==> src/rtl/irq_encoder_8_to_3_pkg.sv <==
`default_nettype none
// ============================================================================
// Module      : irq_enc_pkg
// Description : Shared sizes, FSM state type and one-hot helper for the
//               8-to-3 interrupt request encoder.
// Revision    : 1.0 - initial release
// ============================================================================
package irq_enc_pkg;

    localparam int N_REQ  = 8;
    localparam int CODE_W = 3;

    typedef enum logic [0:0] {
        IDLE    = 1'b0,
        PRESENT = 1'b1
    } state_t;

    // One-hot mask selecting the request bit named by a code.
    function automatic logic [N_REQ-1:0] onehot8(input logic [CODE_W-1:0] code);
        onehot8 = {{(N_REQ-1){1'b0}}, 1'b1} << code;
    endfunction

endpackage : irq_enc_pkg
`default_nettype wire

==> src/rtl/irq_encoder_8_to_3_if.sv <==
`default_nettype none
// ============================================================================
// Module      : irq_encoder_8_to_3_if
// Description : Request/handshake bundle of the 8-to-3 interrupt encoder.
//               master = request source and code consumer, slave = encoder.
// Revision    : 1.0 - initial release
// ============================================================================
interface irq_encoder_8_to_3_if;
    import irq_enc_pkg::*;

    logic              E;
    logic [N_REQ-1:0]  req;
    logic              ack;
    logic [CODE_W-1:0] code;
    logic              valid;
    logic [N_REQ-1:0]  pending;
    logic              coalesced;

    modport master (
        output E, req, ack,
        input  code, valid, pending, coalesced
    );

    modport slave (
        input  E, req, ack,
        output code, valid, pending, coalesced
    );

endinterface : irq_encoder_8_to_3_if
`default_nettype wire

==> src/rtl/irq_encoder_8_to_3_prio_enc.sv <==
`default_nettype none
// ============================================================================
// Module      : prio_enc_8_3
// Description : Combinational 8-to-3 priority encoder, highest index wins.
//               any_o flags that at least one input is set.
// Revision    : 1.0 - initial release
// ============================================================================
module prio_enc_8_3
    import irq_enc_pkg::*;
(
    input  wire logic [N_REQ-1:0]  in_i,
    output      logic [CODE_W-1:0] code_o,
    output      logic              any_o
);

    // Ascending scan so the last (highest) set index overwrites lower ones.
    always_comb begin
        code_o = '0;
        for (int i = 0; i < N_REQ; i++) begin
            if (in_i[i]) begin
                code_o = CODE_W'(i);
            end
        end
        any_o = |in_i;
    end

endmodule : prio_enc_8_3
`default_nettype wire

==> src/rtl/irq_encoder_8_to_3.sv <==
`default_nettype none
// ============================================================================
// Module      : irq_encoder_8_to_3
// Description : Latches eight request lines into a pending register and
//               presents the highest pending index as code/valid, held until
//               acked, then clears that bit. All outputs are registered.
// Revision    : 1.0 - initial release
// ============================================================================
module irq_encoder_8_to_3
    import irq_enc_pkg::*;
(
    input  wire logic              clk,
    input  wire logic              rst_n,
    irq_encoder_8_to_3_if.slave    bus
);

    logic [N_REQ-1:0]  pending_q, pending_d;
    logic [CODE_W-1:0] code_q, code_d;
    logic              valid_q, valid_d;
    logic              coal_q, coal_d;
    state_t            state_q, state_d;

    logic [N_REQ-1:0]  w_set;
    logic [N_REQ-1:0]  w_clr;
    logic [CODE_W-1:0] w_enc_code;
    logic              w_enc_any;

    // Encoder looks only at the registered pending set, so the FSM decides
    // one cycle after capture and nothing combinational reaches the outputs.
    prio_enc_8_3 u_prio_enc (
        .in_i   (pending_q),
        .code_o (w_enc_code),
        .any_o  (w_enc_any)
    );

    // Pending capture/clear; a new request on the acked bit keeps it pending.
    always_comb begin
        w_set     = bus.req & {N_REQ{bus.E}};
        w_clr     = (valid_q && bus.ack) ? onehot8(code_q) : '0;
        pending_d = (pending_q & ~w_clr) | w_set;
        coal_d    = coal_q | (|(w_set & pending_q & ~w_clr));
    end

    // Present/ack FSM; no preemption while a code is being presented.
    always_comb begin
        state_d = state_q;
        code_d  = code_q;
        valid_d = valid_q;
        case (state_q)
            IDLE: begin
                if (w_enc_any) begin
                    code_d  = w_enc_code;
                    valid_d = 1'b1;
                    state_d = PRESENT;
                end else begin
                    valid_d = 1'b0;
                end
            end
            PRESENT: begin
                if (bus.ack) begin
                    valid_d = 1'b0;
                    state_d = IDLE;
                end
            end
            default: begin
                valid_d = 1'b0;
                state_d = IDLE;
            end
        endcase
    end

    // State registers with synchronous active-low reset.
    always_ff @(posedge clk) begin
        if (!rst_n) begin
            pending_q <= '0;
            code_q    <= '0;
            valid_q   <= 1'b0;
            coal_q    <= 1'b0;
            state_q   <= IDLE;
        end else begin
            pending_q <= pending_d;
            code_q    <= code_d;
            valid_q   <= valid_d;
            coal_q    <= coal_d;
            state_q   <= state_d;
        end
    end

    assign bus.code      = code_q;
    assign bus.valid     = valid_q;
    assign bus.pending   = pending_q;
    assign bus.coalesced = coal_q;

endmodule : irq_encoder_8_to_3
`default_nettype wire

==> src/flat_wrapper.sv <==
// flat-port wrapper written by rule: the top's interface ports become plain ports
module irq_encoder_8_to_3_flat import irq_enc_pkg::*;
  (clk, rst_n, bus_E, bus_req, bus_ack, bus_code, bus_valid, bus_pending, bus_coalesced);
  irq_encoder_8_to_3_if bus_i ();
  input  wire logic clk;
  input  wire logic rst_n;
  input wire logic [$bits(bus_i.E)-1:0] bus_E;
  input wire logic [$bits(bus_i.req)-1:0] bus_req;
  input wire logic [$bits(bus_i.ack)-1:0] bus_ack;
  output wire logic [$bits(bus_i.code)-1:0] bus_code;
  output wire logic [$bits(bus_i.valid)-1:0] bus_valid;
  output wire logic [$bits(bus_i.pending)-1:0] bus_pending;
  output wire logic [$bits(bus_i.coalesced)-1:0] bus_coalesced;
  assign bus_i.E = bus_E;
  assign bus_i.req = bus_req;
  assign bus_i.ack = bus_ack;
  assign bus_code = bus_i.code;
  assign bus_valid = bus_i.valid;
  assign bus_pending = bus_i.pending;
  assign bus_coalesced = bus_i.coalesced;
  irq_encoder_8_to_3 u_core (.clk(clk), .rst_n(rst_n), .bus(bus_i));
endmodule
==> config.mk <==
export PLATFORM = sky130hd
export DESIGN_NAME = irq_encoder_8_to_3_flat
export DESIGN_NICKNAME = d
export VERILOG_FILES = /design/src/rtl/irq_encoder_8_to_3_pkg.sv /design/src/rtl/irq_encoder_8_to_3_if.sv /design/src/rtl/irq_encoder_8_to_3_prio_enc.sv /design/src/rtl/irq_encoder_8_to_3.sv /design/src/flat_wrapper.sv
export SDC_FILE = /design/constraint.sdc
export NUM_CORES = 1
export LEC_CHECK = 0
export CAP_MARGIN = 20
export CORE_AREA = 2 2 46 48
export CTS_CLUSTER_DIAMETER = 200
export DETAILED_ROUTE_END_ITERATION = 8
export DIE_AREA = 0 0 48 50
export PLACE_DENSITY = 0.73
export RECOVER_POWER = 100
export SETUP_SLACK_MARGIN = 0.2
export SYNTH_ARGS = -nofsm -noshare
export SYNTH_HDL_FRONTEND = slang
export SYNTH_SLANG_ARGS = --single-unit
==> constraint.sdc <==
create_clock -name clk -period 1.2 [get_ports clk]
set_input_delay 0.12 -clock clk [delete_from_list [all_inputs] [get_ports clk]]
set_output_delay 0.12 -clock clk [all_outputs]
set_load 0.01 [all_outputs]
### Word-level counts from Yosys, hierarchy flattened

Index checks and enable logic that the tools add are counted.

* register bits after elaboration: 14
* input bits: 12
* output and inout bits: 13
* logic and storage cells: 32

* equal/unequal tests: 1
* shift-type cells: 1
* muxes and demuxes: 13
* bitwise logic cells: 8
* reductions and logical operators: 4

Operators with widths (count)
* AND 8 bit: 4
* 2-to-1 mux 3 bit: 6
* OR reduction 8 bit: 2
* 2-to-1 mux 8 bit: 1
* NOT 8 bit: 1
* bitwise OR 8 bit: 1
* left shift 1 x 3 -> 8 bit (first input constant): 1
* 2-to-1 mux 1 bit: 4
* case mux 1 bit (2 select lines): 2
* inequality test 2 bit (second input constant): 1
* AND reduction 2 bit: 1
* logical AND 1 bit: 1
* NOT 1 bit: 1
* bitwise OR 1 bit: 1

### Longest topological paths before layout

* depth in word-level cells: 7
* gate-level depth with buffers: 5
* depth with buffers taken out: 5

### By module

From an unflattened synthesis, not the netlist that was laid out.

* cells, all modules: 82
* area total of the unflattened synthesis: 700.7 um^2

By module, submodules not included
* irq_encoder_8_to_3: times used 1, cells an instance 70, area each 634.4 um^2, seq. area each 280.3 um^2
* prio_enc_8_3: times used 1, cells an instance 12, area each 66.3 um^2, seq. area each 0.0 um^2

### Worst setup path after synthesis

OpenSTA, ideal clock, no wires.

* path kind: register -> register
* from: register u_core.valid_q, in the netlist u_core.bus.valid
* to: register u_core.coal_q, in the netlist u_core.bus.coalesced
* setup time: 119 ps
* arrival: 1181 ps
* required time: 1081 ps
* path slack: -100 ps
* stages on the path, launching flop included: 6
* buffers on the path: 0
* clock period less this slack: 1300 ps
* cells stage by stage: dfxtp_1 and3_1 nand3_1 a32oi_1 nand4_1 o221a_1

* cells in the longest elaborated chain, start to end: 6

RTL lines
* start, declared: line irq_encoder_8_to_3.sv:19 `logic valid_q, valid_d;`
* start signal, assigned: line irq_encoder_8_to_3.sv:83 `valid_q <= valid_d;`
* logical AND 1 bit: line irq_encoder_8_to_3.sv:39 `w_clr = (valid_q && bus.ack) ? onehot8(code_q) : '0;`
* 2-to-1 mux 8 bit: line irq_encoder_8_to_3.sv:39
* NOT 8 bit: line irq_encoder_8_to_3.sv:41 `coal_d = coal_q | (|(w_set & pending_q & ~w_clr));`
* AND 8 bit: line irq_encoder_8_to_3.sv:41
* OR reduction 8 bit: line irq_encoder_8_to_3.sv:41
* bitwise OR 1 bit: line irq_encoder_8_to_3.sv:41
* end signal, assigned: line irq_encoder_8_to_3.sv:84 `coal_q <= coal_d;`
* end, declared: line irq_encoder_8_to_3.sv:20 `logic coal_q, coal_d;`

Every way passes these cells.
A chain may end at the register's enable or synchronous reset.

### Final worst setup path

* from: input port bus_ack
* to: register u_core.coal_q, in the netlist u_core.bus.coalesced

* cells in the longest elaborated chain, start to end: 6

RTL lines
* start, declared: line flat_wrapper.sv:9 `input wire logic [$bits(bus_i.ack)-1:0] bus_ack;`
* logical AND 1 bit: line irq_encoder_8_to_3.sv:39
* 2-to-1 mux 8 bit: line irq_encoder_8_to_3.sv:39
* NOT 8 bit: line irq_encoder_8_to_3.sv:41
* AND 8 bit: line irq_encoder_8_to_3.sv:41
* OR reduction 8 bit: line irq_encoder_8_to_3.sv:41
* bitwise OR 1 bit: line irq_encoder_8_to_3.sv:41

Every way passes these cells.

==> impl_metrics.csv <==
group,metric,value,unit
outcome,status,"complete, but fails checks",
outcome,violations_in_the_final_reports,"setup timing",
die,die-height,50,um
yosys,syn_area_per_cell,8.96,um^2
job,cap_violations,0,
drt,wl,2.14,mm
critical_path,critPathMaxFanout,4,
yosys,synthesis.nets,88,
die,initial_core_util,35.8,%
layout,syn2layout_area_growth,84.6,%
critical_path,worstSetupStartpointType,"input pin",
critical_path,critical_path.max_stage_delay,0.50,ns
hold_path,holdCritPathClass,"in -> reg",
sta,final.setup.worst_slack,-0.0808,ns
yosys,synthAdderAreaFrac,0,%
yosys,main_combinational_cell_family_by_area_after_synthesis,"simple AND/OR/NAND/NOR gates",
power,irDropWorstVdd,0.687,mV
placed_design,place.gp.congestion,0.800,
sta,setup_repair_after_global_routing_missed_its_margin,"true",
clock_network,cts_buffers,3,
clock_network,htree_levels,1,
sta,report.final.slew_viol_count,0,
hold_path,holdPathEnd,"u_core.bus.pending[2]$_SDFF_PN0_",
critical_path,critical_path_class,"in -> reg",
yosys,post_synth_instance_area,681,um^2
power,total_leakage_power,0.000521,uW
sta,totalNegativeSetupSlack,-0.222,ns
clock_network,ctsHoldBuffers,0,
global_routing,grt_pass1_wl,3.20,mm
die,chipWidth,48,um
yosys,synthesis.instances,76,
clock_network,cts_buffer_depth,2,
sta,hold_violations,0,
yosys,synth.yosys.warnings,0,
critical_path,worst-endpoint-arrival,1.46,ns
critical_path,r2r-start,"u_core.bus.valid$_SDFFE_PN0P_",
critical_path,timing.critical_path.cells,"clkdlybuf4s50_1 -> and3_4 -> buf_4 -> nand2_2 -> nand3_1 -> o211ai_1 -> o221a_1",
critical_path,reg2regPathDepth,6,
drt,dr_total_vias,767,
hold_path,timing.hold.worst_path_depth,3,
drt,routedWlPerCell,14.1,um
critical_path,reg2reg_to,"u_core.bus.coalesced$_SDFF_PN0_",
yosys,synthMuxAreaShare,0,%
die,design.core.area,1900,um^2
global_routing,grt_overflow_total,0,
clock_network,cts_tree,"done",
clock_network,clk-insertion-delay-late,0.28,ns
power,p_per_cell_area,1100,nW/um^2
critical_path,timing.critical_path.slowest_stage_cell,"sky130_fd_sc_hd__clkdlybuf4s50_1",
hold_path,hold_start,"bus_req[2]",
critical_path,crit_required,1.38,ns
sta,layout_worst_path_cycle_share,107,%
drt,ant_nets,0,
drt,drc_errors,0,
sta,timing.max_slew.rel_slack,69.5,%
die,die_area,2400,um^2
critical_path,cp_num_buf_inv,2,
placed_design,hpwl,1.39,mm
placed_design,post_dp_cell_area,1070,um^2
global_routing,grt_use_total,18.6,%
clock_network,numClockSinks,14,
yosys,post-synth-top-area-cell,"sky130_fd_sc_hd__dfxtp_1",
sta,fin_crit,1.28,ns
layout,fillers,156,
critical_path,regToRegSetupSlack,-0.07,ns
yosys,synth_simple_gate_area_share,29.0,%
layout,num_antenna_cells,0,
drt,drt-pass1-iter-count,4,
sta,timing.final.setup_violations,5,
yosys,synth_xor_area_share,0,%
sta,finalClockSkew,0.000590,ns
global_routing,antenna_found_initial,0,
sta,fmax,781,MHz
die,row_count,16,
global_routing,via_count_of_the_first_global_routing_pass,719,
global_routing,grt_start_max_net_pins,15,
yosys,portion_of_synthesized_cell_area_occupied_by_the_leading_cell_type,41.2,%
placed_design,place.port_buffers,24,
layout,fin_area,1260,um^2
critical_path,setup.worst_path.end_class,"flop",
yosys,post_synth_main_area_contributors,"sky130_fd_sc_hd__dfxtp_1, sky130_fd_sc_hd__nor2b_1, sky130_fd_sc_hd__a22oi_1",
critical_path,worst_path_dominant_cell_family,"buffers and inverters",
sta,tightestPinTransition,0.456,ns
yosys,synth_compound_area_share,27.0,%
drt,drt_iter0_drc,12,
die,ios,25,
clock_network,worst_setup_hold_path_clk_slew,0.09,ns
drt,routed_via_density,5.05,
layout,nets_finish,138,
sta,hold_ws,0.427,ns
yosys,number_of_unique_standard_cell_types_used_by_synthesis,26,
yosys,synth.yosys.seq_area_share,41.2,%
clock_network,ctsRootBufferMaster,"sky130_fd_sc_hd__clkbuf_4",
layout,post_route_cells_drive_above_1_share,52.8,%
yosys,postSynthRegisterBits,14,
placed cells by master (no fill, tap or decap), types with 2 or more instances in the layout:
master / synthesis / final
sky130_fd_sc_hd__a21oi_1: 4 / 4
sky130_fd_sc_hd__a22oi_1: 7 / 2
sky130_fd_sc_hd__dfxtp_1: 14 / 2
sky130_fd_sc_hd__nand3b_1: 2 / 2
sky130_fd_sc_hd__a22oi_2: 0 / 5
sky130_fd_sc_hd__buf_2: 0 / 5
sky130_fd_sc_hd__nand2_1: 7 / 5
sky130_fd_sc_hd__nor2_1: 4 / 4
sky130_fd_sc_hd__nand3_1: 6 / 5
sky130_fd_sc_hd__clkbuf_4: 0 / 3
sky130_fd_sc_hd__inv_1: 3 / 3
sky130_fd_sc_hd__o211a_1: 2 / 2
sky130_fd_sc_hd__nor2b_1: 10 / 9
sky130_fd_sc_hd__clkdlybuf4s50_1: 0 / 11
sky130_fd_sc_hd__dfxtp_2: 0 / 5
sky130_fd_sc_hd__buf_4: 0 / 15
sky130_fd_sc_hd__dfxtp_4: 0 / 7
sky130_fd_sc_hd__buf_6: 0 / 15
sky130_fd_sc_hd__nand2_2: 0 / 2
layout make-up:
cell class | count | area (um^2) | area share, %
multi-input cells | 57 | 434 | 34.6
well taps | 27 | 33.8 | 2.69
clock buffers | 4 | 36.3 | 2.89
flip-flops and latches | 14 | 313 | 24.9
repair buffers | 47 | 428 | 34.1
inverters | 3 | 11.3 | 0.896
synth_stat cells, drive strengths merged:
master and number:
clkbuf 2, o21ai 1, o21bai 1, o221a 1, o311ai 1, o211ai 1
a22oi 7, nor2b 10, nand2 7, o21a 1, nand3b 2, inv 3
a21oi 4, o211a 2, nand4 1, and3 1, and2 1, a21boi 1
nor4 1, nor2 4, and3b 1, nand3 6, dfxtp 14, a31oi 2
a32oi 1
routing by layer:
metal | routed length (um) | up-vias | global-route usage (%)
met5 | 0 | - | 0
met4 | 31 | 0 | 6.76
met3 | 94 | 4 | 4.76
met2 | 1030 | 20 | 30.0
met1 | 985 | 364 | 22.9
li1 | - | 379 | -
power by group:
| part | switching, uW | internal [uW] | total, uW |
|---|---|---|---|
| combinational | 185 | 272 | 457 |
| clock | 158 | 184 | 342 |
| sequential | 64.9 | 518 | 583 |
kinds of logic (layout without fill, tap and decap cells):
| family | Yosys count | after routing |
|---|---|---|
| AOI/OAI and AO/OA | 23 | 23 |
| buffers and inverters | 5 | 54 |
| DFF | 14 | 14 |
| and+or+nand+nor | 34 | 34 |
what timing repair did:
action | 4_1_cts | 5_1_grt
setup buffers | 4 | 5
endpoints found under the setup margin | 25 | 23
pin swaps | 5 | 6
resized for setup | 74 | 17
sequential cells by signal, summed over array words and instances, names as in the netlist:
signal,count
u_core.bus.valid,1
u_core.bus.code,3
u_core.bus.coalesced,1
u_core.state_q,1
u_core.bus.pending,8
worst register-to-register path, stage by stage, from the launching register on:
cell	delay, ns
sky130_fd_sc_hd__dfxtp_2	0.34
sky130_fd_sc_hd__and3_4	0.21
sky130_fd_sc_hd__buf_4	0.11
sky130_fd_sc_hd__nand2_2	0.05
sky130_fd_sc_hd__nand3_1	0.12
sky130_fd_sc_hd__o211ai_1	0.12
sky130_fd_sc_hd__o221a_1	0.23
worst max path at each step:
stage                                               start                              end  slack [ns]  cells after the start
after global placement                            bus_ack  u_core.bus.coalesced$_SDFF_PN0_       -0.33                      6
after floorplan           u_core.bus.code[2]$_SDFFE_PN0P_  u_core.bus.coalesced$_SDFF_PN0_       -0.01                      5
after detailed placement                          bus_ack  u_core.bus.coalesced$_SDFF_PN0_       -0.37                      6
after CTS                 u_core.bus.code[2]$_SDFFE_PN0P_  u_core.bus.coalesced$_SDFF_PN0_       -0.04                      5
after global routing        u_core.bus.valid$_SDFFE_PN0P_  u_core.bus.coalesced$_SDFF_PN0_       -0.12                      6
final                                             bus_ack  u_core.bus.coalesced$_SDFF_PN0_       -0.08                      7
through the flow:
stage | total power (uW) | std cells | utilization, % | setup WS, ns
2_1_floorplan | 755 | 76 | - | -0.0147
3_3_place_gp | 960 | 139 | 56.3 | -0.334
3_5_place_dp | 967 | 139 | 56.3 | -0.365
4_1_cts | 1320 | 147 | 61.9 | -0.0355
5_1_grt | 1460 | 152 | 66.1 | -0.117
6_report | 1380 | 152 | 66.1 | -0.0808
(Power assumes the default switching activity.)
